$ cat src/rtl/sram_pkg.sv
// rtl/sram_pkg.sv - shared widths and FSM state type for the SRAM controller
package sram_pkg;

  localparam int SRAM_DATA_W = 32;
  localparam int SRAM_BE_W   = 4;

  typedef enum logic [2:0] {
    ST_IDLE  = 3'd0,
    ST_READ  = 3'd1,
    ST_WRITE = 3'd2,
    ST_HOLD  = 3'd3,
    ST_DONE  = 3'd4
  } sram_state_e;

endpackage

$ cat src/rtl/sram_ctrl.sv
// rtl/sram_ctrl.sv - asynchronous 32-bit SRAM controller with programmable wait states
module sram_ctrl
  import sram_pkg::*;
#(
  parameter int ADDR_WIDTH = 20,
  parameter int RD_WAIT    = 1,
  parameter int WR_WAIT    = 2
) (
  input  logic                   clk,
  input  logic                   rst,
  input  logic                   read_i,
  input  logic                   write_i,
  input  logic [31:0]            address,
  input  logic [SRAM_BE_W-1:0]   byteenable_i,
  input  logic [SRAM_DATA_W-1:0] data_wr,
  output logic [SRAM_DATA_W-1:0] data_rd,
  output logic                   stall_o,
  output logic [ADDR_WIDTH-1:0]  sram_addr,
  output logic [SRAM_DATA_W-1:0] sram_dq_o,
  input  logic [SRAM_DATA_W-1:0] sram_dq_i,
  output logic                   sram_dq_oe,
  output logic                   sram_ce_n,
  output logic                   sram_oe_n,
  output logic                   sram_we_n,
  output logic [SRAM_BE_W-1:0]   sram_be_n
);

  localparam int MAX_WAIT = (RD_WAIT > WR_WAIT) ? RD_WAIT : WR_WAIT;
  localparam int CNT_W    = (MAX_WAIT < 1) ? 1 : $clog2(MAX_WAIT + 1);
  localparam logic [CNT_W-1:0] RD_CNT   = CNT_W'(RD_WAIT);
  localparam logic [CNT_W-1:0] WR_CNT   = CNT_W'(WR_WAIT);
  localparam logic [CNT_W-1:0] CNT_ONE  = CNT_W'(1);

  sram_state_e                state_q, state_d;
  logic [CNT_W-1:0]           cnt_q, cnt_d;
  logic [ADDR_WIDTH-1:0]      addr_q, addr_d;
  logic [SRAM_DATA_W-1:0]     dq_o_q, dq_o_d;
  logic [SRAM_BE_W-1:0]       be_q, be_d;
  logic [SRAM_DATA_W-1:0]     data_rd_q, data_rd_d;
  logic                       ce_n_q, ce_n_d;
  logic                       oe_n_q, oe_n_d;
  logic                       we_n_q, we_n_d;
  logic [SRAM_BE_W-1:0]       be_n_q, be_n_d;
  logic                       dq_oe_q, dq_oe_d;

  // Only the word-address bits reach the SRAM; the rest are don't-care.
  logic unused_addr_bits;
  assign unused_addr_bits = ^{address[1:0], address[31:ADDR_WIDTH+2]};

  // Sequencing: accept in IDLE, count out the strobe phase, then hold/done.
  always_comb begin
    state_d   = state_q;
    cnt_d     = cnt_q;
    addr_d    = addr_q;
    dq_o_d    = dq_o_q;
    be_d      = be_q;
    data_rd_d = data_rd_q;
    case (state_q)
      ST_IDLE: begin
        if (write_i) begin
          state_d = ST_WRITE;
          cnt_d   = WR_CNT;
          addr_d  = address[ADDR_WIDTH+1:2];
          dq_o_d  = data_wr;
          be_d    = byteenable_i;
        end else if (read_i) begin
          state_d = ST_READ;
          cnt_d   = RD_CNT;
          addr_d  = address[ADDR_WIDTH+1:2];
        end
      end
      ST_READ: begin
        if (cnt_q == '0) begin
          data_rd_d = sram_dq_i;
          state_d   = ST_DONE;
        end else begin
          cnt_d = cnt_q - CNT_ONE;
        end
      end
      ST_WRITE: begin
        if (cnt_q == '0) begin
          state_d = ST_HOLD;
        end else begin
          cnt_d = cnt_q - CNT_ONE;
        end
      end
      ST_HOLD: state_d = ST_DONE;
      ST_DONE: state_d = ST_IDLE;
      default: state_d = ST_IDLE;
    endcase
  end

  // Pin values are decoded from the next state so every pad is driven from a flop.
  always_comb begin
    ce_n_d  = 1'b1;
    oe_n_d  = 1'b1;
    we_n_d  = 1'b1;
    be_n_d  = '1;
    dq_oe_d = 1'b0;
    case (state_d)
      ST_READ: begin
        ce_n_d = 1'b0;
        oe_n_d = 1'b0;
        be_n_d = '0;
      end
      ST_WRITE: begin
        ce_n_d  = 1'b0;
        we_n_d  = 1'b0;
        dq_oe_d = 1'b1;
        be_n_d  = ~be_d;
      end
      ST_HOLD: begin
        ce_n_d  = 1'b0;
        dq_oe_d = 1'b1;
        be_n_d  = ~be_d;
      end
      default: ;
    endcase
  end

  // State and pad registers; reset parks every strobe inactive.
  always_ff @(posedge clk) begin
    if (rst) begin
      state_q   <= ST_IDLE;
      cnt_q     <= '0;
      addr_q    <= '0;
      dq_o_q    <= '0;
      be_q      <= '0;
      data_rd_q <= '0;
      ce_n_q    <= 1'b1;
      oe_n_q    <= 1'b1;
      we_n_q    <= 1'b1;
      be_n_q    <= '1;
      dq_oe_q   <= 1'b0;
    end else begin
      state_q   <= state_d;
      cnt_q     <= cnt_d;
      addr_q    <= addr_d;
      dq_o_q    <= dq_o_d;
      be_q      <= be_d;
      data_rd_q <= data_rd_d;
      ce_n_q    <= ce_n_d;
      oe_n_q    <= oe_n_d;
      we_n_q    <= we_n_d;
      be_n_q    <= be_n_d;
      dq_oe_q   <= dq_oe_d;
    end
  end

  assign stall_o    = (read_i | write_i) & (state_q != ST_DONE) & ~rst;
  assign data_rd    = data_rd_q;
  assign sram_addr  = addr_q;
  assign sram_dq_o  = dq_o_q;
  assign sram_dq_oe = dq_oe_q;
  assign sram_ce_n  = ce_n_q;
  assign sram_oe_n  = oe_n_q;
  assign sram_we_n  = we_n_q;
  assign sram_be_n  = be_n_q;

endmodule

$ cat config.mk
export PLATFORM = sky130hd
export DESIGN_NAME = sram_ctrl
export DESIGN_NICKNAME = d
export VERILOG_FILES = /design/src/rtl/sram_pkg.sv /design/src/rtl/sram_ctrl.sv
export SDC_FILE = /design/constraint.sdc
export NUM_CORES = 1
export LEC_CHECK = 0
export BUFFER_PORTS_ARGS = -buffer_cell sky130_fd_sc_hd__buf_2
export CORE_UTILIZATION = 48
export CTS_CLUSTER_SIZE = 16
export DETAILED_ROUTE_END_ITERATION = 10
export PLACE_DENSITY = 0.82
export SKIP_CTS_REPAIR_TIMING = 1
export SLEW_MARGIN = 25
export SYNTH_ARGS = -nofsm -noshare
export SYNTH_HDL_FRONTEND = slang
export SYNTH_SLANG_ARGS = --single-unit
$ cat constraint.sdc
create_clock -name clk -period 3.3 [get_ports clk]
set_input_delay 0.495 -clock clk [delete_from_list [all_inputs] [get_ports clk]]
set_output_delay 0.495 -clock clk [all_outputs]
set_load 0.01 [all_outputs]
### Yosys cells after proc, flatten, opt, wreduce, memory -nomap -nowiden

Cells that the tools add are included.

* $add $sub $neg: 1
* $mul: 0
* div/mod/pow operators: 0
* $lt $le $gt $ge: 0
* equality and inequality tests: 9
* shift operators: 0
* multiplexer cells: 18
* bitwise logic cells: 5
* reductions and logical operators: 11

Operators with widths (number)
* $mux W20: 2
* $eq A3 B2 Y1 const B: 4
* $mux W3: 4
* $pmux W3 S4: 1
* $mux W4: 2
* $pmux W4 S2: 1
* $eq A3 B1 Y1 const B: 2
* $mux W2: 3
* $ne A3 B3 Y1 const B: 2
* $reduce_and A2 Y1: 3
* $mux W1: 4
* $not A4 Y4: 1
* $pmux W2 S2: 1
* $reduce_bool A2 Y1: 2
* $reduce_or A2 Y1: 2
* $logic_not A3 Y1: 1
* $reduce_and A3 Y1: 1
* $reduce_or A3 Y1: 1
* $and A1 B1 Y1: 2
* $logic_not A2 Y1: 1
* $ne A2 B2 Y1 const B: 1
* $sub A2 B1 Y2 const B: 1
* $not A1 Y1: 1
* $or A1 B1 Y1: 1

* flip-flop bits (word level): 101
* bits in latches: 0
* RAM bits: 0
* memory bits (read-only): 0
* logic and storage cells: 55
* memories: 0

### Logic depth before layout (Yosys ltp)

* depth in word-level cells: 6
* gate-level depth with buffers: 7

### Worst setup path after synthesis

Ideal clock, no wire load.

* path kind: register -> register
* from: register cnt_q[0]
* to: register cnt_q[0]
* library setup time: 117 ps
* data arrival time: 1401 ps
* slack: 1782 ps
* stages on the path, launching flop included: 7
* path buffers: 0
* cell sequence: dfxtp_1 -> inv_1 -> ha_1 -> or2b_1 -> a21o_1 -> a21o_1 -> a32o_1

* longest elaborated chain between the ends: 3
* elaborated cells between the ends (all ways): 6

RTL lines
* from (decl): RTL line sram_ctrl.sv:35 `logic [CNT_W-1:0] cnt_q, cnt_d;`
* from (signal assigned): RTL line sram_ctrl.sv:137 `cnt_q <= cnt_d;`
* $sub A2 B1 Y2 / $logic_not A2 Y1 (equally long branches)
* $mux W2 / $ne A2 B2 Y1 (equally long branches)
* $pmux W2 S2 / $reduce_and A3 Y1 (equally long branches)

Parallel ways exist; a longest one is shown, timed or not. The select of a mux whose other input is x is not followed.
A chain may end at the register's enable or synchronous reset.

### Worst setup path after layout

* from: register state_q[1]
* to: register dq_o_q[28], in the netlist sram_dq_o[28]

* longest elaborated chain between the ends: 2

RTL lines
* from (decl): RTL line sram_ctrl.sv:34 `sram_state_e state_q, state_d;`
* from (signal assigned): RTL line sram_ctrl.sv:136 `state_q <= state_d;`
* $logic_not A3 Y1: RTL line sram_ctrl.sv:58 `case (state_q)`
* $reduce_and A2 Y1 (no source line)
* to (signal assigned): RTL line sram_ctrl.sv:139 `dq_o_q <= dq_o_d;`
* to (decl): RTL line sram_ctrl.sv:37 `logic [SRAM_DATA_W-1:0] dq_o_q, dq_o_d;`

Every way passes these cells.

==> results by group <==
Die
  – Area of the core region: 7330 um2
  – Die H: 89.3 um
  – Effective utilization at floorplan: 0.499
  – Die footprint: 7980 um2
  – Ports: 197
  – Count of standard-cell rows: 31
  – Die outline width: 89.3 um

STA
  – Number of max-slew violations in the final report: 0
  – Share of the clock period used by the worst path: 0.632
  – Rel. slew slack: 0.511
  – Achievable frequency: 480 MHz
  – Actual transition at the worst max-transition pin: 0.734 ns
  – Final hold violations: 0
  – Setup TNS after final layout: 0 ns
  – Final setup skew: 0.0104 ns
  – Final min period: 2.08 ns
  – Final worst-path setup slack: 1.22 ns
  – Unrepaired setup endpoints after global routing: false
  – Final setup violating endpoints: 0

Yosys
  – Number of unique standard cell types used by synthesis: 35
  – Share of synthesized area occupied by flip-flops and latches: 0.552
  – Most common flop cell mapped by yosys: sky130_fd_sc_hd__dfxtp_1
  – Cell types occupying the most area after synthesis: sky130_fd_sc_hd__dfxtp_1 (55%), sky130_fd_sc_hd__nand2_1 (18%), sky130_fd_sc_hd__a21oi_1 (12%)
  – Share of the synthesized area in the top cell type: 0.552
  – Average size of a mapped cell: 8.26 um2
  – Count of flip-flops with a built-in enable after synthesis: 0
  – Synthesized netlist net count: 548
  – Dominant cell by count in the synthesized netlist: sky130_fd_sc_hd__nand2_1
  – Syn Std Cell Area: 3660 um2
  – Count of synthesis-stage warnings from yosys: 0
  – Flops & latches, synth: 101
  – Number of instances in the synthesized netlist: 443
  – Leading area contributor after synthesis: sky130_fd_sc_hd__dfxtp_1
  – Share of flip-flops with an asynchronous set or reset after synthesis: 0
  – Cell types with the highest counts after synthesis: sky130_fd_sc_hd__nand2_1 (171), sky130_fd_sc_hd__dfxtp_1 (101), sky130_fd_sc_hd__a21oi_1 (89), sky130_fd_sc_hd__clkbuf_1 (16), sky130_fd_sc_hd__buf_4 (7)

Clock tree
  – Clock tree from TritonCTS: yes
  – CTS sink count: 101
  – Number of levels in the clock H-tree: 3
  – Clk_lat worst skew: 0.35 ns
  – Clock slew seen by the registers of the worst setup and hold paths: 0.09 ns
  – Number of buffers on the longest clock path: 2
  – Number of CTS-inserted buffers: 9
  – Clock root cell: sky130_fd_sc_hd__clkbuf_8

Detailed routing
  – Total wire length: 8690 um
  – Number of vias after detailed routing: 3480
  – WL met1: 3450 um
  – Routed length on met3: 747 um
  – Ratio of routed vias to standard cells: 4.85
  – DR WL/cell: 12.1 um
  – Detailed-routing iteration count for the pre-antenna-repair pass: 4
  – DRC violation count after routing: 0
  – DRC violation total after the first TritonRoute iteration: 79
  – Antenna Violating Nets Remaining: 0
  – Top routing layer in use: met4
  – Met2 WL: 4400 um

GRT
  – Pin count of the biggest net entering global routing: 58
  – Global-route wire length before repair: 12600 um
  – Initial antenna violation count: 0
  – Number of global-route vias before repair: 3023
  – Global-route usage over all layers: 0.205
  – Total gr overflow: 0

Critical path
  – Crit path to: sram_dq_o[28]
  – Cell family contributing the most delay on the critical path: simple AND/OR/NAND/NOR gates
  – Delay contributed by the slowest stage of the critical path: 0.65 ns
  – Count of cell instances traversed by the critical path: 5
  – End of the worst register-to-register path: sram_dq_o[28]
  – CP Launch Type: flip-flop
  – Arr. time, crit path: 2.35 ns
  – Critical path class: flip-flop to flip-flop
  – Launching point of the worst reg2reg path: state_q[1]
  – Buffering stage count on the worst path with inverters included: 1
  – Worst R2R Path Depth: 5
  – Worst-path cell chain: nor3_2, and2_1, buf_4, nand2_1, a21oi_1
  – Setup crit end kind: flip-flop
  – Worst R2R Setup Slack: 1.22 ns
  – Worst endpoint required time: 3.57 ns
  – Setup crit start: state_q[1]
  – Maximum fanout count along the critical path: 20
  – Highest-delay cell along the critical path: sky130_fd_sc_hd__and2_1

Status
  – Result of the run: completed

Final layout
  – Share of cells above drive strength 1: 0.353
  – Layout-stage area growth over the synthesis result: 31.2%
  – Cell area after layout: 4800 um2
  – Filler Cell Count: 641
  – Count of nets after finishing: 718
  – Inserted Diodes: 0

Place
  – Pre-CTS WS: 1.24 ns
  – Final weighted congestion in routability-driven placement: 0.791
  – Cell area reported after detailed placement: 4600 um2
  – Detailed placer's ending HPWL: 6270 um
  – Count of buffers inserted at the top-level ports: 184

Run
  – Number of max-capacitance violations reported: 0

Power
  – Leak: 2.23 nW
  – Peak ir drop on the vdd network: 341 uV
  – Power density of the placed cells: 721 nW/um2

Worst hold path
  – Class of the most critical hold timing path: primary input to flip-flop
-- per-layer routing --
metal | track usage | vias up
met1 | 0.210 | 1566
met3 | 0.0711 | 8
met5 | 0 | -
li1 | - | 1771
met2 | 0.391 | 135
met4 | 0.0606 | 0
-- logic make-up (layout without fill, tap and decap cells) --
logic type      count (synthesis)  after routing  synth area share
mux                             4              4            0.0164
buf+inv                        36            211            0.0503
simple gates                  196            196             0.221
xor+xnor                        1              1           0.00239
fa+ha+maj                       1              1           0.00342
compound gates                104            104             0.154
flops                         101            101             0.552
-- how the worst min path moves through the flow --
| stage | start | to | slack, ns | depth (start not counted) |
|---|---|---|---|---|
| final | address[10] | sram_addr[8] | 0.37 | 3 |
| after global routing | sram_dq_i[23] | data_rd[23] | 0.34 | 3 |
| after CTS | address[10] | sram_addr[8] | 0.35 | 3 |
| after detailed placement | sram_dq_o[10] | sram_dq_o[10] | 0.44 | 2 |
| after global placement | data_rd[4] | data_rd[4] | 0.44 | 2 |
| after floorplan | cnt_q[1] | cnt_q[1] | 0.45 | 2 |
-- sequential cells by signal (all words and copies together), names as in the netlist --
name / flops
sram_ce_n: 1
be_q: 4
sram_oe_n: 1
sram_addr: 20
sram_dq_o: 32
cnt_q: 2
sram_dq_oe: 1
state_q: 3
sram_be_n: 4
sram_we_n: 1
data_rd: 32
-- final cells by class --
cell class	count	area (um2)	area share
flip-flops and latches	101	2020	0.421
multi-input cells	306	1470	0.306
repair buffers	190	966	0.201
clock buffers	11	141	0.0294
well taps	99	124	0.0258
clock inverters	5	58.8	0.0122
inverters	5	18.8	0.00391
-- power by group --
group          switching, mW  internal [mW]  leakage [nW]
sequential             0.130           1.45         0.827
combinational          0.647          0.461          1.30
clock                  0.400          0.373        0.0959
-- placed cells by master, fill, tap and decap left out, types with 2 or more instances in the layout --
| cell | instances |
|---|---|
| sky130_fd_sc_hd__nand2_1 | 170 |
| sky130_fd_sc_hd__buf_2 | 184 |
| sky130_fd_sc_hd__nor2b_1 | 3 |
| sky130_fd_sc_hd__buf_4 | 6 |
| sky130_fd_sc_hd__and2_1 | 5 |
| sky130_fd_sc_hd__inv_1 | 5 |
| sky130_fd_sc_hd__o21ai_0 | 3 |
| sky130_fd_sc_hd__clkbuf_8 | 10 |
| sky130_fd_sc_hd__nor2_2 | 2 |
| sky130_fd_sc_hd__clkinvlp_4 | 2 |
| sky130_fd_sc_hd__nor2_1 | 5 |
| sky130_fd_sc_hd__dfxtp_1 | 101 |
| sky130_fd_sc_hd__a21oi_1 | 89 |
| sky130_fd_sc_hd__mux2_4 | 4 |
| sky130_fd_sc_hd__a21o_1 | 3 |
-- worst reg2reg max path, cell delays in order, from the launching register on --
cell and delay [ns]:
sky130_fd_sc_hd__dfxtp_1 0.47, sky130_fd_sc_hd__nor3_2 0.32, sky130_fd_sc_hd__and2_1 0.65, sky130_fd_sc_hd__buf_4 0.36
sky130_fd_sc_hd__nand2_1 0.09, sky130_fd_sc_hd__a21oi_1 0.12
-- through the flow --
stage / utilization / cells / total power [mW] / hold WS (ns)
floorplan: - / 443 / 2.35 / 0.445
global placement: 0.627 / 701 / 2.68 / 0.439
detailed placement: 0.627 / 701 / 2.73 / 0.443
CTS: 0.655 / 717 / 3.50 / 0.351
global route: 0.655 / 717 / 3.70 / 0.342
finish: 0.655 / 717 / 3.46 / 0.373
No activity file was read; power rests on OpenSTA's default activity.
